==> src/rtl/atten_mix_scheduler.sv <==
// ---------------------------------------------------------------------------
// atten_mix_scheduler
//
// Shares one combinational attenuation lookup (4-bit code -> amplitude,
// 2 dB/step, all-ones = silence) among all PSG channels. On a sample strobe
// it snapshots the channel output bits and commits the staged attenuation
// codes. It then walks the channels one per cycle through the lookup,
// accumulates the amplitudes and publishes one mixed sample.
//
// Optional build macro: ATTEN_RAMP_EN
//   defined   : at each commit every active code steps one code toward its
//               staged code, so volume changes are click-free.
//   undefined : active codes take the staged codes directly at commit.
//
// Handshake: start is a single-cycle strobe with no ready. It is accepted
//   only when the FSM is IDLE at the sampling edge. A start seen in any
//   other state is dropped, and overrun pulses for one cycle. mix_valid is
//   a one-cycle pulse that marks the cycle in which mix_out takes a new
//   value. mix_out holds that value until the next frame completes.
//
// Ports:
//   clk         system clock
//   reset       asynchronous active-high reset
//   start       sample strobe, begins one mix frame
//   chan_in     current 1-bit output of each channel
//   wr_en       attenuation register write strobe
//   wr_chan     target channel of the write (out-of-range is ignored)
//   wr_atten    attenuation code to write
//   lut_in      to the shared lookup's in
//   lut_control to the shared lookup's control
//   lut_out     from the shared lookup (combinational)
//   mix_out     last completed mixed sample
//   mix_valid   one-cycle pulse when mix_out updates
//   busy        high while a frame is in progress
//   overrun     one-cycle pulse when start is ignored
// ---------------------------------------------------------------------------
module atten_mix_scheduler #(
  parameter int CHANNELS     = 4,
  parameter int CONTROL_BITS = 4,
  parameter int VOLUME_BITS  = 15,
  localparam int IDX_BITS    = $clog2(CHANNELS),
  localparam int SUM_BITS    = VOLUME_BITS + $clog2(CHANNELS)
) (
  input  logic                    clk,
  input  logic                    reset,
  input  logic                    start,
  input  logic [CHANNELS-1:0]     chan_in,
  input  logic                    wr_en,
  input  logic [IDX_BITS-1:0]     wr_chan,
  input  logic [CONTROL_BITS-1:0] wr_atten,
  output logic                    lut_in,
  output logic [CONTROL_BITS-1:0] lut_control,
  input  logic [VOLUME_BITS-1:0]  lut_out,
  output logic [SUM_BITS-1:0]     mix_out,
  output logic                    mix_valid,
  output logic                    busy,
  output logic                    overrun
);

  typedef enum logic [1:0] {
    ST_IDLE = 2'd0,
    ST_SCAN = 2'd1,
    ST_DONE = 2'd2
  } state_t;

  state_t                  state_q;
  logic [CONTROL_BITS-1:0] staged_q [CHANNELS];
  logic [CONTROL_BITS-1:0] active_q [CHANNELS];
  logic [CHANNELS-1:0]     snap_q;
  logic [IDX_BITS-1:0]     idx_q;
  logic [SUM_BITS-1:0]     acc_q;
  logic [SUM_BITS-1:0]     mix_q;
  logic                    valid_q;
  logic                    overrun_q;

  logic [SUM_BITS-1:0]     acc_d;
  logic [IDX_BITS-1:0]     idx_d;
  logic                    wr_ok;
  logic                    scan_last;

  // Out-of-range channel numbers only exist when CHANNELS is not a power of two.
  assign wr_ok     = wr_en && (int'(wr_chan) < CHANNELS);
  assign acc_d     = acc_q + {{(SUM_BITS-VOLUME_BITS){1'b0}}, lut_out};
  assign idx_d     = idx_q + IDX_BITS'(1);
  assign scan_last = (idx_q == IDX_BITS'(CHANNELS-1));

  // The lookup is driven straight from registers so the lookup result is
  // usable in the same cycle. Outside SCAN it is parked at silence.
  assign lut_in      = (state_q == ST_SCAN) ? snap_q[idx_q]   : 1'b0;
  assign lut_control = (state_q == ST_SCAN) ? active_q[idx_q] : '1;

  assign mix_out   = mix_q;
  assign mix_valid = valid_q;
  assign overrun   = overrun_q;
  assign busy      = (state_q != ST_IDLE);

  always_ff @(posedge clk or posedge reset) begin
    if (reset) begin
      state_q   <= ST_IDLE;
      snap_q    <= '0;
      idx_q     <= '0;
      acc_q     <= '0;
      mix_q     <= '0;
      valid_q   <= 1'b0;
      overrun_q <= 1'b0;
      for (int i = 0; i < CHANNELS; i++) begin
        staged_q[i] <= '1;
        active_q[i] <= '1;
      end
    end else begin
      valid_q   <= 1'b0;
      overrun_q <= 1'b0;

      // The commit below reads staged_q before this write lands, so a write
      // coinciding with a commit only affects the following frame.
      if (wr_ok) begin
        staged_q[wr_chan] <= wr_atten;
      end

      unique case (state_q)
        ST_IDLE: begin
          if (start) begin
            snap_q  <= chan_in;
            acc_q   <= '0;
            idx_q   <= '0;
            state_q <= ST_SCAN;
            for (int i = 0; i < CHANNELS; i++) begin
`ifdef ATTEN_RAMP_EN
              if (active_q[i] < staged_q[i]) begin
                active_q[i] <= active_q[i] + CONTROL_BITS'(1);
              end else if (active_q[i] > staged_q[i]) begin
                active_q[i] <= active_q[i] - CONTROL_BITS'(1);
              end
`else
              active_q[i] <= staged_q[i];
`endif
            end
          end
        end
        ST_SCAN: begin
          acc_q <= acc_d;
          idx_q <= idx_d;
          if (scan_last) begin
            state_q <= ST_DONE;
          end
        end
        ST_DONE: begin
          mix_q   <= acc_q;
          valid_q <= 1'b1;
          state_q <= ST_IDLE;
        end
        default: begin
          state_q <= ST_IDLE;
        end
      endcase

      if (start && (state_q != ST_IDLE)) begin
        overrun_q <= 1'b1;
      end
    end
  end

endmodule

==> config.mk <==
export PLATFORM = sky130hd
export DESIGN_NAME = atten_mix_scheduler
export DESIGN_NICKNAME = d
export VERILOG_FILES = /design/src/rtl/atten_mix_scheduler.sv
export SDC_FILE = /design/constraint.sdc
export NUM_CORES = 1
export LEC_CHECK = 0
export ABC_AREA = 1
export CORE_UTILIZATION = 39
export CTS_CLUSTER_DIAMETER = 150
export DETAILED_ROUTE_END_ITERATION = 12
export PLACE_DENSITY_LB_ADDON = 0.08
export SLEW_MARGIN = 10
export SYNTH_ARGS = -nofsm -noshare
export SYNTH_HDL_FRONTEND = slang
export SYNTH_SLANG_ARGS = --single-unit
==> constraint.sdc <==
create_clock -name clk -period 6.4 [get_ports clk]
set_input_delay 0.96 -clock clk [delete_from_list [all_inputs] [get_ports clk]]
set_output_delay 0.96 -clock clk [all_outputs]
set_load 0.05 [all_outputs]
# --- Word level (Yosys, flattened, before mapping) ---
# Cells that the tools add are included.
totals:
  regBits: 76
  inputBits: 29
  output_inout_bits: 25
  elab_cells: 55
classes:
  add_sub_neg: 2
  magnitude_cmp: 4
  eq_ne: 5
  mux: 19
  n_bitwise: 2
  reduce_logical: 8
ops:
  columns: ["op", "count"]
  rows:
  - ["one-hot mux 17 bit (2 select lines)", 1]
  - ["adder 17 x 15 -> 17 bit", 1]
  - ["two-way mux 17 bit", 1]
  - ["bitwise mux 16 bit", 1]
  - ["two-way mux 4 bit", 4]
  - ["binary-select mux 4 bit (select 2 bit)", 1]
  - ["demux 4 bit (select 2 bit)", 1]
  - ["one-hot mux 2 bit (2 select lines)", 2]
  - ["greater-or-equal comparator 3 bit, second input constant", 2]
  - ["two-way mux 2 bit", 3]
  - ["inverter 2 -> 3 bit", 2]
  - ["AND reduction 2 bit", 3]
  - ["equality test 2 bit, second input constant", 2]
  - ["two-way mux 1 bit", 4]
  - ["!= test 2 bit, second input constant", 2]
  - ["nonzero test 2 bit", 2]
  - ["less-than comparator 2 x 3 -> 1 bit, second input constant", 1]
  - ["less-than comparator 3 x 1 -> 1 bit, second input constant", 1]
  - ["adder 2 x 1 -> 2 bit, second input constant", 1]
  - ["binary-select mux 1 bit (select 2 bit)", 1]
  - ["equality test 2 x 1 -> 1 bit, second input constant", 1]
  - ["logical AND 1 bit", 2]
  - ["logical NOT 2 bit", 1]

# --- Longest topological paths before layout ---
logic_depth:
  word_depth: 6
  ltp_mapped: 14
  mapped_depth_nobuf: 14

# --- Least setup slack after synthesis ---
# OpenSTA, ideal clock, no wires.
synth_path:
  path_type: "register -> output"
  start: "reg idx_q[0]"
  end: "out lut_control[3]"
  t_arrival_ns: 1.869
  t_required_ns: 5.440
  path_slack_ns: 3.571
  stages_incl_launch_ff: 5
  n_path_buf: 1
  path_cell_list: "dfrtp_1 buf_2 inv_1 nor2_1 o311ai_1"
synth_via:
  elab_chain_cells: 5
synth_rtl:
  columns: ["element", "line", "source"]
  rows:
  - ["from (decl)", "70", "logic [IDX_BITS-1:0] idx_q;"]
  - ["from (signal assigned)", "142", "idx_q <= idx_d;"]
  - ["inverter 2 -> 3 bit (implied by the code)", "90", "assign lut_control = (state_q == ST_SCAN) ? active_q[idx_q] : '1;"]
  - ["binary-select mux 4 bit (select 2 bit)", "90", null]
  - ["two-way mux 4 bit (implied by the code) (2 in series)", "90", null]
  - ["two-way mux 4 bit", "90", null]
  - ["to (decl)", "52", "output logic [CONTROL_BITS-1:0] lut_control,"]
# Every way passes these cells. The select of a mux whose other input is x is not followed.

# --- Final worst setup path ---
# Ends and elaborated chain as after synthesis.

==> flow_metrics.env <==
export IMPL_cts_root_buf="clkbuf_8"
export IMPL_die_h_um=104
export IMPL_wl_um=9140
export IMPL_yosys_warnings=0
export IMPL_avgSynthCellArea_um2=7.53
export IMPL_start_kind="flip-flop"
export IMPL_cts_buffers=9
export IMPL_clk_pin_slew_ns=0.09
export IMPL_cts_tree="built"
export IMPL_synth_flop_cell="dfrtp_1"
export IMPL_final_max_slew_viol_count=0
export IMPL_max_stage_delay_ns=0.88
export IMPL_grt_first_pass_wirelength_um=15800
export IMPL_synth_most_common_cell="nand2_1"
export IMPL_rsz0062_at_grt="no"
export IMPL_max_freq_ghz=0.295
export IMPL_crit_family="buffers and inverters"
export IMPL_hold_violations=0
export IMPL_avgRoutedWirePerCell_um=12.5
export IMPL_grt_max_degree=77
export IMPL_cp_slowest_cell="clkdlybuf4s50_1"
export IMPL_n_fill_cell=999
export IMPL_setup_tns_ns=0
export IMPL_yosys_top_cells_area="dfrtp_1 (27%), dfstp_2 (21%), nand2_1 (21%), inv_1 (7.0%), o21ai_0 (5.8%)"
export IMPL_io_buffers=53
export IMPL_antenna_cells=0
export IMPL_r2r_slack_ns=4.60
export IMPL_cts_hold_buf=0
export IMPL_synth_edff_count=0
export IMPL_status="finished, final reports clean"
export IMPL_crit_arrival_ns=2.43
export IMPL_hold_class="flip-flop to flip-flop"
export IMPL_multi_input_area_um2=1740
export IMPL_ys_seq_area_frac=0.478
export IMPL_fin_util=0.497
export IMPL_area_growth_pct=21.4
export IMPL_drv_cap=0
export IMPL_rows=36
export IMPL_drc=0
export IMPL_ys_ff_latch=76
export IMPL_power_leakage_nw=2.53
export IMPL_yosysUniqueCellTypes=29
export IMPL_drtIter0Drc=166
export IMPL_worstSetupPathType="flip-flop to output pin"
export IMPL_cts_resized=0
export IMPL_globalplace_congestion=0.845
export IMPL_tightest_slew_ns=0.980
export IMPL_synth_nets=585
export IMPL_postCtsSetupBuffers=0
export IMPL_power_density_nw_per_um2=548
export IMPL_antenna_found_initial=0
export IMPL_setup_viol=0
export IMPL_synth_cells=539
export IMPL_grt_pass1_vias=3300
export IMPL_cp_end_kind="output pin"
export IMPL_finalCritPeriodShare=0.530
export IMPL_dpl_hpwl_um=6630
export IMPL_synthTopCellsByCount="nand2_1 (222), inv_1 (76), o21ai_0 (47)"
export IMPL_overflow=0
export IMPL_die_area_um2=10800
export IMPL_hold_ws_ns=0.456
export IMPL_avgViaCountPerCell=4.64
export IMPL_worstSkewPairLatency_ns=0.35
export IMPL_clock_path_buffers=2
export IMPL_ff_latch_area_um2=1940
export IMPL_period_needed_ns=3.39
export IMPL_vdd_drop_max_mv=0.467
export IMPL_final_net_count=639
export IMPL_coreArea_um2=9910
export IMPL_num_vias=3395
export IMPL_synth_top_area_share=0.271
export IMPL_clock_skew_ns=0.0112
export IMPL_maxSlewHeadroom=0.347
export IMPL_worst_path_max_fanout=13
export IMPL_async_reset_ff_frac=1.00
export IMPL_worstPathCellList="inv_1 -> nor2_1 -> o311ai_1 -> clkdlybuf4s50_1"
export IMPL_die_w_um=104
export IMPL_io_pins=54
export IMPL_dr_pass1_iters=4
export IMPL_ant_nets=0
export IMPL_drive_gt1_frac=0.100
export IMPL_yosysTopAreaCell="dfrtp_1"
export IMPL_worstPathRequired_ns=5.44
export IMPL_htreeDepth=3
export IMPL_grtUsageTotal=0.183
export IMPL_start_util=0.410
export IMPL_worst_path_buf_inv=2
export IMPL_cts_num_sinks=76
export IMPL_netlist_area_um2=4060
[path summary, 6_finish.rpt]
path,from,endpoint,cells after the start
min,staged_q[5]$_DFFE_PP1P_,active_q[5]$_DFFE_PP1P_,2
max reg2reg,acc_q[0]$_DFFE_PP0P_,acc_q[16]$_DFFE_PP0P_,13
min reg2reg,staged_q[5]$_DFFE_PP1P_,active_q[5]$_DFFE_PP1P_,2
min in group asynchronous,reset,snap_q[0]$_DFFE_PP0P_,3
max,idx_q[0]$_DFFE_PP0P_,lut_control[3],4
max in group asynchronous,reset,acc_q[5]$_DFFE_PP0P_,3
[layout make-up]
cell class	count	area share
clock buffers	11	0.0310
multi-input cells	371	0.353
well taps	133	0.0338
clock inverters	5	0.0168
flip-flops and latches	76	0.394
inverters	81	0.0617
repair buffers	54	0.109
[registers in the layout, summed over array words and instances (netlist names)]
signal	cells
acc_q	17
mix_out	17
active_q	16
staged_q	16
snap_q	4
idx_q	2
state_q	2
mix_valid	1
overrun	1
[metal layers]
layer	GRT usage	vias up	share of wire
met5	0	-	0
met4	0.0765	0	0.017
met3	0.0276	12	0.028
met2	0.307	64	0.48
met1	0.237	1539	0.47
li1	-	1780	-
[cells in the final DEF (no fill, tap or decap), drive strengths merged]
| cell | Yosys | final |
|---|---|---|
| ha | 16 | 16 |
| dfstp | 32 | 32 |
| fa | 1 | 1 |
| nand4 | 1 | 1 |
| o21ai | 50 | 50 |
| nand3b | 2 | 2 |
| dfrtp | 44 | 44 |
| nand2 | 223 | 223 |
| nand3 | 21 | 21 |
| bufinv | 0 | 2 |
| inv | 81 | 82 |
| o221ai | 3 | 3 |
| buf | 10 | 1 |
| clkinvlp | 0 | 1 |
| o22ai | 3 | 3 |
| nor3 | 2 | 2 |
| clkdlybuf4s50 | 0 | 53 |
| nor2 | 31 | 31 |
| clkinv | 0 | 1 |
| and2 | 2 | 2 |
| a21oi | 12 | 12 |
| o311ai | 1 | 1 |
| clkbuf | 1 | 11 |
| or2 | 3 | 3 |
[power by group]
part / leakage [nW] / internal (mW) / switching [mW]
Combinational: 1.53 / 0.468 / 0.943
Sequential: 0.876 / 0.727 / 0.130
Clock: 0.115 / 0.244 / 0.188
Total: 2.53 / 1.44 / 1.26
[cells by family after synthesis]
family	count (synthesis)	share of synthesized area
adder cells (fa/ha/maj)	17	0.0542
AND/OR/NAND/NOR	285	0.285
buffers and inverters	92	0.0928
flip-flops	76	0.478
AO/OA/AOI/OAI	69	0.0897
[worst register-to-register path: cells and delay by family (launching register included)]
family                     cells  cell delay, ns
adders and majority gates      2            0.52
buffers and inverters          3            0.18
DFF                            1            0.35
and+or+nand+nor                8            0.65
[through the flow]
step | power [mW] | std cells | setup slack [ns] | instance area, µm²
after global placement | 2.26 | 715 | 3.47 | 4690
after detailed placement | 2.29 | 715 | 3.45 | 4690
final | 2.70 | 731 | 3.01 | 4930
after CTS | 2.73 | 731 | 3.04 | 4930
after global routing | 2.94 | 731 | 2.93 | 4930
after floorplan | 1.89 | 539 | 3.55 | 4060
(Power assumes the default switching activity.)
